==> config.mk <==
export PLATFORM = sky130hd
export DESIGN_NAME = cam_capture_ctrl_flat
export DESIGN_NICKNAME = d
export VERILOG_FILES = /design/src/rtl/cam_capture_ctrl_if.sv /design/src/rtl/cam_capture_ctrl.sv /design/src/flat_wrapper.sv
export SDC_FILE = /design/constraint.sdc
export NUM_CORES = 1
export LEC_CHECK = 0
export ABC_AREA = 0
export CORE_ASPECT_RATIO = 1.4
export CORE_MARGIN = 2
export CORE_UTILIZATION = 45
export DETAILED_ROUTE_END_ITERATION = 10
export GPL_ROUTABILITY_DRIVEN = 0
export PLACE_DENSITY = 0.69
export SLEW_MARGIN = 20
export SYNTH_ARGS = -nofsm -noshare
export SYNTH_HDL_FRONTEND = slang
export SYNTH_SLANG_ARGS = --single-unit
==> constraint.sdc <==
create_clock -name pclk -period 3.3 [get_ports pclk]
set_input_delay 0.66 -clock pclk [delete_from_list [all_inputs] [get_ports pclk]]
set_output_delay 0.66 -clock pclk [all_outputs]
set_load 0.02 [all_outputs]
==> src/rtl/cam_capture_ctrl_if.sv <==
// Bundled host control, camera bus and frame-buffer write port of the capture controller.
interface cam_capture_ctrl_if #(
  parameter int ADDR_W = 17,
  parameter int LINE_W = 12,
  parameter int ROW_W  = 10
);
  logic              start, abort, ack;
  logic [LINE_W-1:0] cfg_bytes_per_line;
  logic [ROW_W-1:0]  cfg_lines;
  logic              vsync, href;
  logic [7:0]        din;
  logic [15:0]       pix_data;
  logic              pix_valid;
  logic [ADDR_W-1:0] pix_addr;
  logic              busy, done, err_line, err_frame;
  logic [19:0]       byte_total;

  modport master (
    output start, abort, ack, cfg_bytes_per_line, cfg_lines, vsync, href, din,
    input  pix_data, pix_valid, pix_addr, busy, done, err_line, err_frame, byte_total
  );
  modport slave (
    input  start, abort, ack, cfg_bytes_per_line, cfg_lines, vsync, href, din,
    output pix_data, pix_valid, pix_addr, busy, done, err_line, err_frame, byte_total
  );
endinterface

==> src/rtl/cam_capture_ctrl.sv <==
// Camera frame-capture sequencer: arms on start, syncs to a frame boundary, packs
// byte pairs into 16-bit pixels and checks line/frame geometry.
module cam_capture_ctrl #(
  parameter int ADDR_W = 17,
  parameter int LINE_W = 12,
  parameter int ROW_W  = 10
) (
  input logic               pclk,
  input logic               reset,
  cam_capture_ctrl_if.slave bus
);
  typedef enum logic [2:0] {IDLE, WAIT_VS_HI, WAIT_VS_LO, CAPTURE, DONE_S} state_t;
  state_t state, state_nxt;

  logic              vs_q, hr_q, phase;
  logic [7:0]        hold;
  logic [LINE_W-1:0] line_bytes;
  logic [ROW_W-1:0]  line_cnt, line_cnt_inc;
  logic [19:0]       frame_bytes, byte_total;
  logic [15:0]       pix_data;
  logic              pix_valid, err_line, err_frame;
  logic [ADDR_W-1:0] pix_addr;
  logic              vs_rise, vs_fall, arm, in_cap, take, line_close, line_bad;

  assign vs_rise      = bus.vsync & ~vs_q;
  assign vs_fall      = ~bus.vsync & vs_q;
  assign arm          = (state == IDLE) & bus.start & ~bus.abort;
  assign in_cap       = (state == CAPTURE) & ~bus.abort;
  // A line closes on href falling, or when the frame ends with href still high.
  assign line_close   = in_cap & ((hr_q & ~bus.href) | (vs_rise & bus.href));
  assign line_bad     = (line_bytes != bus.cfg_bytes_per_line) | phase | (vs_rise & bus.href);
  assign take         = in_cap & bus.href & ~vs_rise;
  assign line_cnt_inc = (&line_cnt) ? line_cnt : line_cnt + 1'b1;

  always_ff @(posedge pclk or posedge reset) begin
    if (reset) state <= IDLE;
    else       state <= state_nxt;
  end

  always_comb begin
    state_nxt = state;
    if (bus.abort) state_nxt = IDLE;
    else begin
      case (state)
        IDLE:       if (bus.start) state_nxt = WAIT_VS_HI;
        WAIT_VS_HI: if (bus.vsync) state_nxt = WAIT_VS_LO;
        WAIT_VS_LO: if (vs_fall)   state_nxt = CAPTURE;
        CAPTURE:    if (vs_rise)   state_nxt = DONE_S;
        DONE_S:     if (bus.ack)   state_nxt = IDLE;
        default:                   state_nxt = IDLE;
      endcase
    end
  end

  always_ff @(posedge pclk or posedge reset) begin
    if (reset) begin
      vs_q        <= 1'b0;
      hr_q        <= 1'b0;
      phase       <= 1'b0;
      hold        <= '0;
      line_bytes  <= '0;
      line_cnt    <= '0;
      frame_bytes <= '0;
      byte_total  <= 20'hFFFFF;
      pix_data    <= '0;
      pix_valid   <= 1'b0;
      pix_addr    <= '0;
      err_line    <= 1'b0;
      err_frame   <= 1'b0;
    end else begin
      vs_q      <= bus.vsync;
      hr_q      <= bus.href;
      pix_valid <= 1'b0;
      if (pix_valid) pix_addr <= pix_addr + 1'b1;
      if (arm) begin
        phase       <= 1'b0;
        line_bytes  <= '0;
        line_cnt    <= '0;
        frame_bytes <= '0;
        pix_addr    <= '0;
        err_line    <= 1'b0;
        err_frame   <= 1'b0;
      end
      if (take) begin
        frame_bytes <= (&frame_bytes) ? frame_bytes : frame_bytes + 1'b1;
        line_bytes  <= (&line_bytes) ? line_bytes : line_bytes + 1'b1;
        phase       <= ~phase;
        if (!phase) hold <= bus.din;
        else if (line_cnt < bus.cfg_lines) begin
          // Lines past the configured count are measured but not written.
          pix_data  <= {hold, bus.din};
          pix_valid <= 1'b1;
        end
      end
      if (line_close) begin
        if (line_bad) err_line <= 1'b1;
        line_cnt   <= line_cnt_inc;
        line_bytes <= '0;
        phase      <= 1'b0;
      end
      if (in_cap & vs_rise) begin
        if ((line_close ? line_cnt_inc : line_cnt) != bus.cfg_lines) err_frame <= 1'b1;
        byte_total <= frame_bytes;
      end
    end
  end

  assign bus.pix_data   = pix_data;
  assign bus.pix_valid  = pix_valid;
  assign bus.pix_addr   = pix_addr;
  assign bus.busy       = (state != IDLE);
  assign bus.done       = (state == DONE_S);
  assign bus.err_line   = err_line;
  assign bus.err_frame  = err_frame;
  assign bus.byte_total = byte_total;
endmodule

==> src/flat_wrapper.sv <==
// flat-port wrapper written by rule: the top's interface ports become plain ports
module cam_capture_ctrl_flat 
#(
  parameter int ADDR_W = 17,
  parameter int LINE_W = 12,
  parameter int ROW_W  = 10
)
  (pclk, reset, bus_start, bus_abort, bus_ack, bus_cfg_bytes_per_line, bus_cfg_lines, bus_vsync, bus_href, bus_din, bus_pix_data, bus_pix_valid, bus_pix_addr, bus_busy, bus_done, bus_err_line, bus_err_frame, bus_byte_total);
  cam_capture_ctrl_if #(.ADDR_W(ADDR_W), .LINE_W(LINE_W), .ROW_W(ROW_W)) bus_i ();
  input logic pclk;
  input logic reset;
  input wire logic [$bits(bus_i.start)-1:0] bus_start;
  input wire logic [$bits(bus_i.abort)-1:0] bus_abort;
  input wire logic [$bits(bus_i.ack)-1:0] bus_ack;
  input wire logic [$bits(bus_i.cfg_bytes_per_line)-1:0] bus_cfg_bytes_per_line;
  input wire logic [$bits(bus_i.cfg_lines)-1:0] bus_cfg_lines;
  input wire logic [$bits(bus_i.vsync)-1:0] bus_vsync;
  input wire logic [$bits(bus_i.href)-1:0] bus_href;
  input wire logic [$bits(bus_i.din)-1:0] bus_din;
  output wire logic [$bits(bus_i.pix_data)-1:0] bus_pix_data;
  output wire logic [$bits(bus_i.pix_valid)-1:0] bus_pix_valid;
  output wire logic [$bits(bus_i.pix_addr)-1:0] bus_pix_addr;
  output wire logic [$bits(bus_i.busy)-1:0] bus_busy;
  output wire logic [$bits(bus_i.done)-1:0] bus_done;
  output wire logic [$bits(bus_i.err_line)-1:0] bus_err_line;
  output wire logic [$bits(bus_i.err_frame)-1:0] bus_err_frame;
  output wire logic [$bits(bus_i.byte_total)-1:0] bus_byte_total;
  assign bus_i.start = bus_start;
  assign bus_i.abort = bus_abort;
  assign bus_i.ack = bus_ack;
  assign bus_i.cfg_bytes_per_line = bus_cfg_bytes_per_line;
  assign bus_i.cfg_lines = bus_cfg_lines;
  assign bus_i.vsync = bus_vsync;
  assign bus_i.href = bus_href;
  assign bus_i.din = bus_din;
  assign bus_pix_data = bus_i.pix_data;
  assign bus_pix_valid = bus_i.pix_valid;
  assign bus_pix_addr = bus_i.pix_addr;
  assign bus_busy = bus_i.busy;
  assign bus_done = bus_i.done;
  assign bus_err_line = bus_i.err_line;
  assign bus_err_frame = bus_i.err_frame;
  assign bus_byte_total = bus_i.byte_total;
  cam_capture_ctrl #(.ADDR_W(ADDR_W), .LINE_W(LINE_W), .ROW_W(ROW_W)) u_core (.pclk(pclk), .reset(reset), .bus(bus_i));
endmodule
After elaboration in Yosys (flattened, before gate mapping)
Index checks and enable logic that the tools add are counted.
{"block": "word_totals", "out_inout_bits": 58, "regBits": 112}
{"block": "classes", "reduce_logical": 14, "n_lt_le_gt_ge": 1, "n_mux": 32, "eq_ne": 13, "bitwise_logic": 20, "add_sub_neg": 4}
{"op": "$mux 20", "count": 3}
{"op": "$mux 12", "count": 4}
{"op": "$mux 10", "count": 4}
{"op": "$mux 17", "count": 2}
{"op": "$add 20x1->20 const B", "count": 1}
{"op": "$reduce_and 20->1", "count": 1}
{"op": "$mux 3", "count": 6}
{"op": "$add 17x1->17 const B", "count": 1}
{"op": "$pmux 3 s5", "count": 1}
{"op": "$add 12x1->12 const B", "count": 1}
{"op": "$mux 1", "count": 12}
{"op": "$ne 12x12->1", "count": 1}
{"op": "$ne 3x3->1 const B", "count": 4}
{"op": "$reduce_and 12->1", "count": 1}
{"op": "$and 1x1->1", "count": 11}
{"op": "$add 10x1->10 const B", "count": 1}
{"op": "$lt 10x10->1", "count": 1}
{"op": "$ne 10x10->1", "count": 1}
{"op": "$reduce_and 10->1", "count": 1}
{"op": "$eq 3x2->1 const B", "count": 2}
{"op": "$ne 3x2->1 const B", "count": 2}
{"op": "$not 1->1", "count": 6}
{"op": "$reduce_and 2->1", "count": 3}
{"op": "$reduce_bool 2->1", "count": 3}
{"op": "8 further kinds", "count": 11}

Longest topological paths before layout
{"block": "logic_depth", "ltp_word": 9, "ltp_mapped": 9}

Least setup slack after synthesis
No wires, ideal clock.
{"block": "synth_timing", "path_kind": "input -> register", "from": "input bus_cfg_lines[1]", "to": "register u_core.pix_data[0], in the netlist u_core.bus.pix_data[0]", "arrival_ns": 2.396, "path_slack_ns": 0.777, "n_path_buf": 1, "stages": 9, "required_time_ns": 3.172, "cell_sequence": "inv_1 -> ha_1 -> a21o_1 -> a21o_1 -> a21oi_1 -> o21ai_1 -> a41oi_2 -> buf_4 -> mux2_1"}
{"block": "synth_between", "elab_chain_len": 2}
{"element": "start: declaration", "line": "flat_wrapper.sv:16", "source": "input wire logic [$bits(bus_i.cfg_lines)-1:0] bus_cfg_lines;"}
{"element": "$lt 10x10->1", "line": "cam_capture_ctrl.sv:89", "source": "else if (line_cnt < bus.cfg_lines) begin"}
{"element": "$reduce_and 3->1 (no line)"}
{"element": "end signal: assignment", "line": "cam_capture_ctrl.sv:91", "source": "pix_data <= {hold, bus.din};"}
{"element": "end: declaration", "line": "cam_capture_ctrl.sv:20", "source": "logic [15:0] pix_data;"}
Every way passes these cells.
A chain may end at the register's enable or synchronous reset.

Worst setup path in the final report
{"block": "layout_timing", "from": "input bus_cfg_lines[1]", "to": "register u_core.pix_data[11], in the netlist u_core.bus.pix_data[11]"}
The elaborated chain is that of the path after synthesis.

==> impl_metrics.ini <==
[outcome]
outcome = completed

[die]
row_count = 48
initial_utilization_pct = 46.35
die_w_um = 99.41
die_y_um = 137.6
core_area_mm2 = 0.01237
die_area_mm2 = 0.01367
ios = 95

[timing]
finalSetupTns_ns = 0
fin_crit_sh_pct = 83.00
fmax_ghz = 0.3651
finalHoldViolCount = 0
setup_viol_count_final = 0
setup_slack_ns = 0.5610
slew_headroom_pct = 60.47
rsz0062_at_grt = false
skew_ns = 0.008578
period_needed_ns = 2.739
max_slew.worst_pin.slew_ns = 0.5929
drv_slew = 0

[grt]
grt_usage_pct = 18.69
first_global_vias = 4343
grt_max_degree = 57
grt_pass1_wl_mm = 20.68
antenna_found_initial = 0
grt.overflow.total = 0

[cts]
cts_buffer_depth = 2
clkLatencyLatePin_ns = 0.35
htreeDepth = 3
root_buffer = clkbuf_16
cts_setup_buffers = 0
ctsResizeCount = 0
numCtsBuffers = 9
clock_sinks = 112
cts_tree = built
path_clk_slew_ns = 0.07
postCtsHoldBufs = 0

[synthesis]
syn_nets = 593
synthDominantCellAreaShare_pct = 40.15
ys_seq_elements = 112
ys_warn_count = 0
syn-cell-area_mm2 = 0.005734
synthTopCellsByArea = dfrtp_1 (40%), dfstp_2 (9.2%), mux2_2 (6.9%)
syn-instance-count = 543
synth_cell_types = 59
syn_avg_cell_area_um2 = 10.56
ys_seq_area_share_pct = 49.31
synth_top_area_cell = dfrtp_1

[critical_path]
end_kind = flop
crit_arrival_ns = 2.97
ff2ff_path_depth = 8
worst_setup_path_start_kind = input port
crit_fanout = 16
reg2reg_slack_ns = 0.82
worstSetupPathType = input port to flop
required_ns = 3.54

[pwr]
leakagePower_nw = 3.173
ir_worst_vdd_mv = 0.2491
power.density_mw_per_mm2 = 384.0

[flow_run]
drv_cap = 0

[finish]
post-route-util_pct = 58.06
final_cell_mix = clkdlybuf4s50_1 (94), dfrtp_1 (92), nor2_1 (53)
nets = 688
diodes = 0
syn_to_final_growth_pct = 25.27
drive_gt1_share_pct = 14.77
stdcell_count = 793
final_common_cell = clkdlybuf4s50_1

[routing]
drt-initial-drc-count = 108
avgRoutedWirePerCell_um = 15.32
finalWirelength_mm = 12.15
drc = 0
vias = 4331
ant_nets = 0
viasPerCell = 5.462
drt_first_pass_iters = 4

[min_path]
holdCritPathClass = flop to flop
min_path_cells = 2

[placement]
place_ws_ns = 0.1982
dp_hpwl_mm = 8.852
placed_cells = 777
portBuffers = 94
-- Yosys cell counts (all sizes together) --
| cell | n |
|---|---|
| nand4 | 19 |
| o211ai | 1 |
| and4 | 2 |
| xor2 | 36 |
| nor3 | 5 |
| and2b | 1 |
| a22o | 2 |
| nand4bb | 1 |
| nand3b | 1 |
| ha | 13 |
| and3 | 10 |
| nor3b | 1 |
| o21ai | 31 |
| o41ai | 1 |
| a21oi | 20 |
| a21o | 5 |
| and4bb | 1 |
| a311oi | 2 |
| nor2b | 3 |
| mux2i | 4 |
| dfstp | 20 |
| or3 | 11 |
| or2 | 2 |
| buf | 8 |
| dfrtp | 92 |
| inv | 16 |
| nand2 | 45 |
| nor4 | 7 |
| a21boi | 1 |
| o31ai | 1 |
| a221o | 1 |
| xnor2 | 23 |
| a211oi | 5 |
| nor2 | 54 |
| nand3 | 26 |
| nand2b | 4 |
| a32oi | 1 |
| o2111ai | 1 |
| mux2 | 45 |
| a41oi | 4 |
| clkbuf | 12 |
| a31oi | 1 |
| and2 | 4 |
-- final timing paths --
check	from	endpoint
max in group asynchronous	reset	u_core.bus.byte_total[18]
setup reg to reg	u_core.line_cnt[1]	u_core.bus.err_frame
hold reg to reg	u_core.bus.byte_total[15]	u_core.bus.byte_total[15]
hold / removal	u_core.bus.byte_total[15]	u_core.bus.byte_total[15]
min in group asynchronous	reset	u_core.bus.pix_data[9]
setup / recovery	bus_cfg_lines[1]	u_core.bus.pix_data[11]
-- flip-flops by register name, summed over array words and instances, names as in the netlist --
register               cells
u_core.bus.byte_total     20
u_core.bus.err_frame       1
u_core.bus.err_line        1
u_core.bus.pix_addr       17
u_core.bus.pix_data       16
u_core.bus.pix_valid       1
u_core.frame_bytes        20
u_core.hold                8
u_core.hr_q                1
u_core.line_bytes         12
u_core.line_cnt           10
u_core.phase               1
u_core.state               3
u_core.vs_q                1
-- stage by stage --
| step | total power [W] | hold WS, ns | area [um^2] |
|---|---|---|---|
| after global routing | 0.002853 | 0.5099 | 7183 |
| final | 0.002758 | 0.4870 | 7183 |
| after detailed placement | 0.001646 | 0.4751 | 6869 |
| after floorplan | 0.001545 | 0.4585 | 5738 |
| after global placement | 0.001641 | 0.4704 | 6869 |
| after CTS | 0.002792 | 0.4861 | 7183 |
-- cells by family (layout without fill, tap and decap cells) --
kind of cell	after synthesis	after routing	share of synthesized area (%)
adders and majority gates	13	13	2.837
AOI/OAI and AO/OA	77	77	8.728
DFF	112	112	49.31
xor gates and xnor gates	59	59	9.011
buffers and inverters	36	136	2.749
and+or+nand+nor	197	197	17.83
muxes	49	49	9.535
-- final cells by class --
class / count / area (um^2)
clock buffer: 10 / 239.0
sequential: 112 / 2828
fill: 1069 / 5189
multi-input combinational: 395 / 2749
timing repair buffer: 104 / 1041
clock inverter: 6 / 75.07
tap: 150 / 187.7
inverter: 16 / 63.81
-- critical path, stage by stage --
cell and delay (ns):
clkdlybuf4s50_1 0.53, inv_1 0.06, ha_1 0.29, a21o_1 0.16, a21o_1 0.17, a21oi_1 0.15
o21ai_1 0.14, a41oi_2 0.28, buf_12 0.19, mux2_2 0.34
-- layer usage --
metal	GRT usage (%)	share of wire, %	up-vias
met1	23.46	43	2105
met4	6.697	1.6	0
met2	31.94	50	102
li1	-	-	2103
met3	3.856	5.5	21
met5	0	0	-
-- power by group --
group	total, W	internal [W]	switching, W
logic	0.000200	0.0000975	0.000103
registers	0.00142	0.00140	0.0000185
clock network	0.00114	0.000621	0.000521
(Power assumes the default switching activity.)
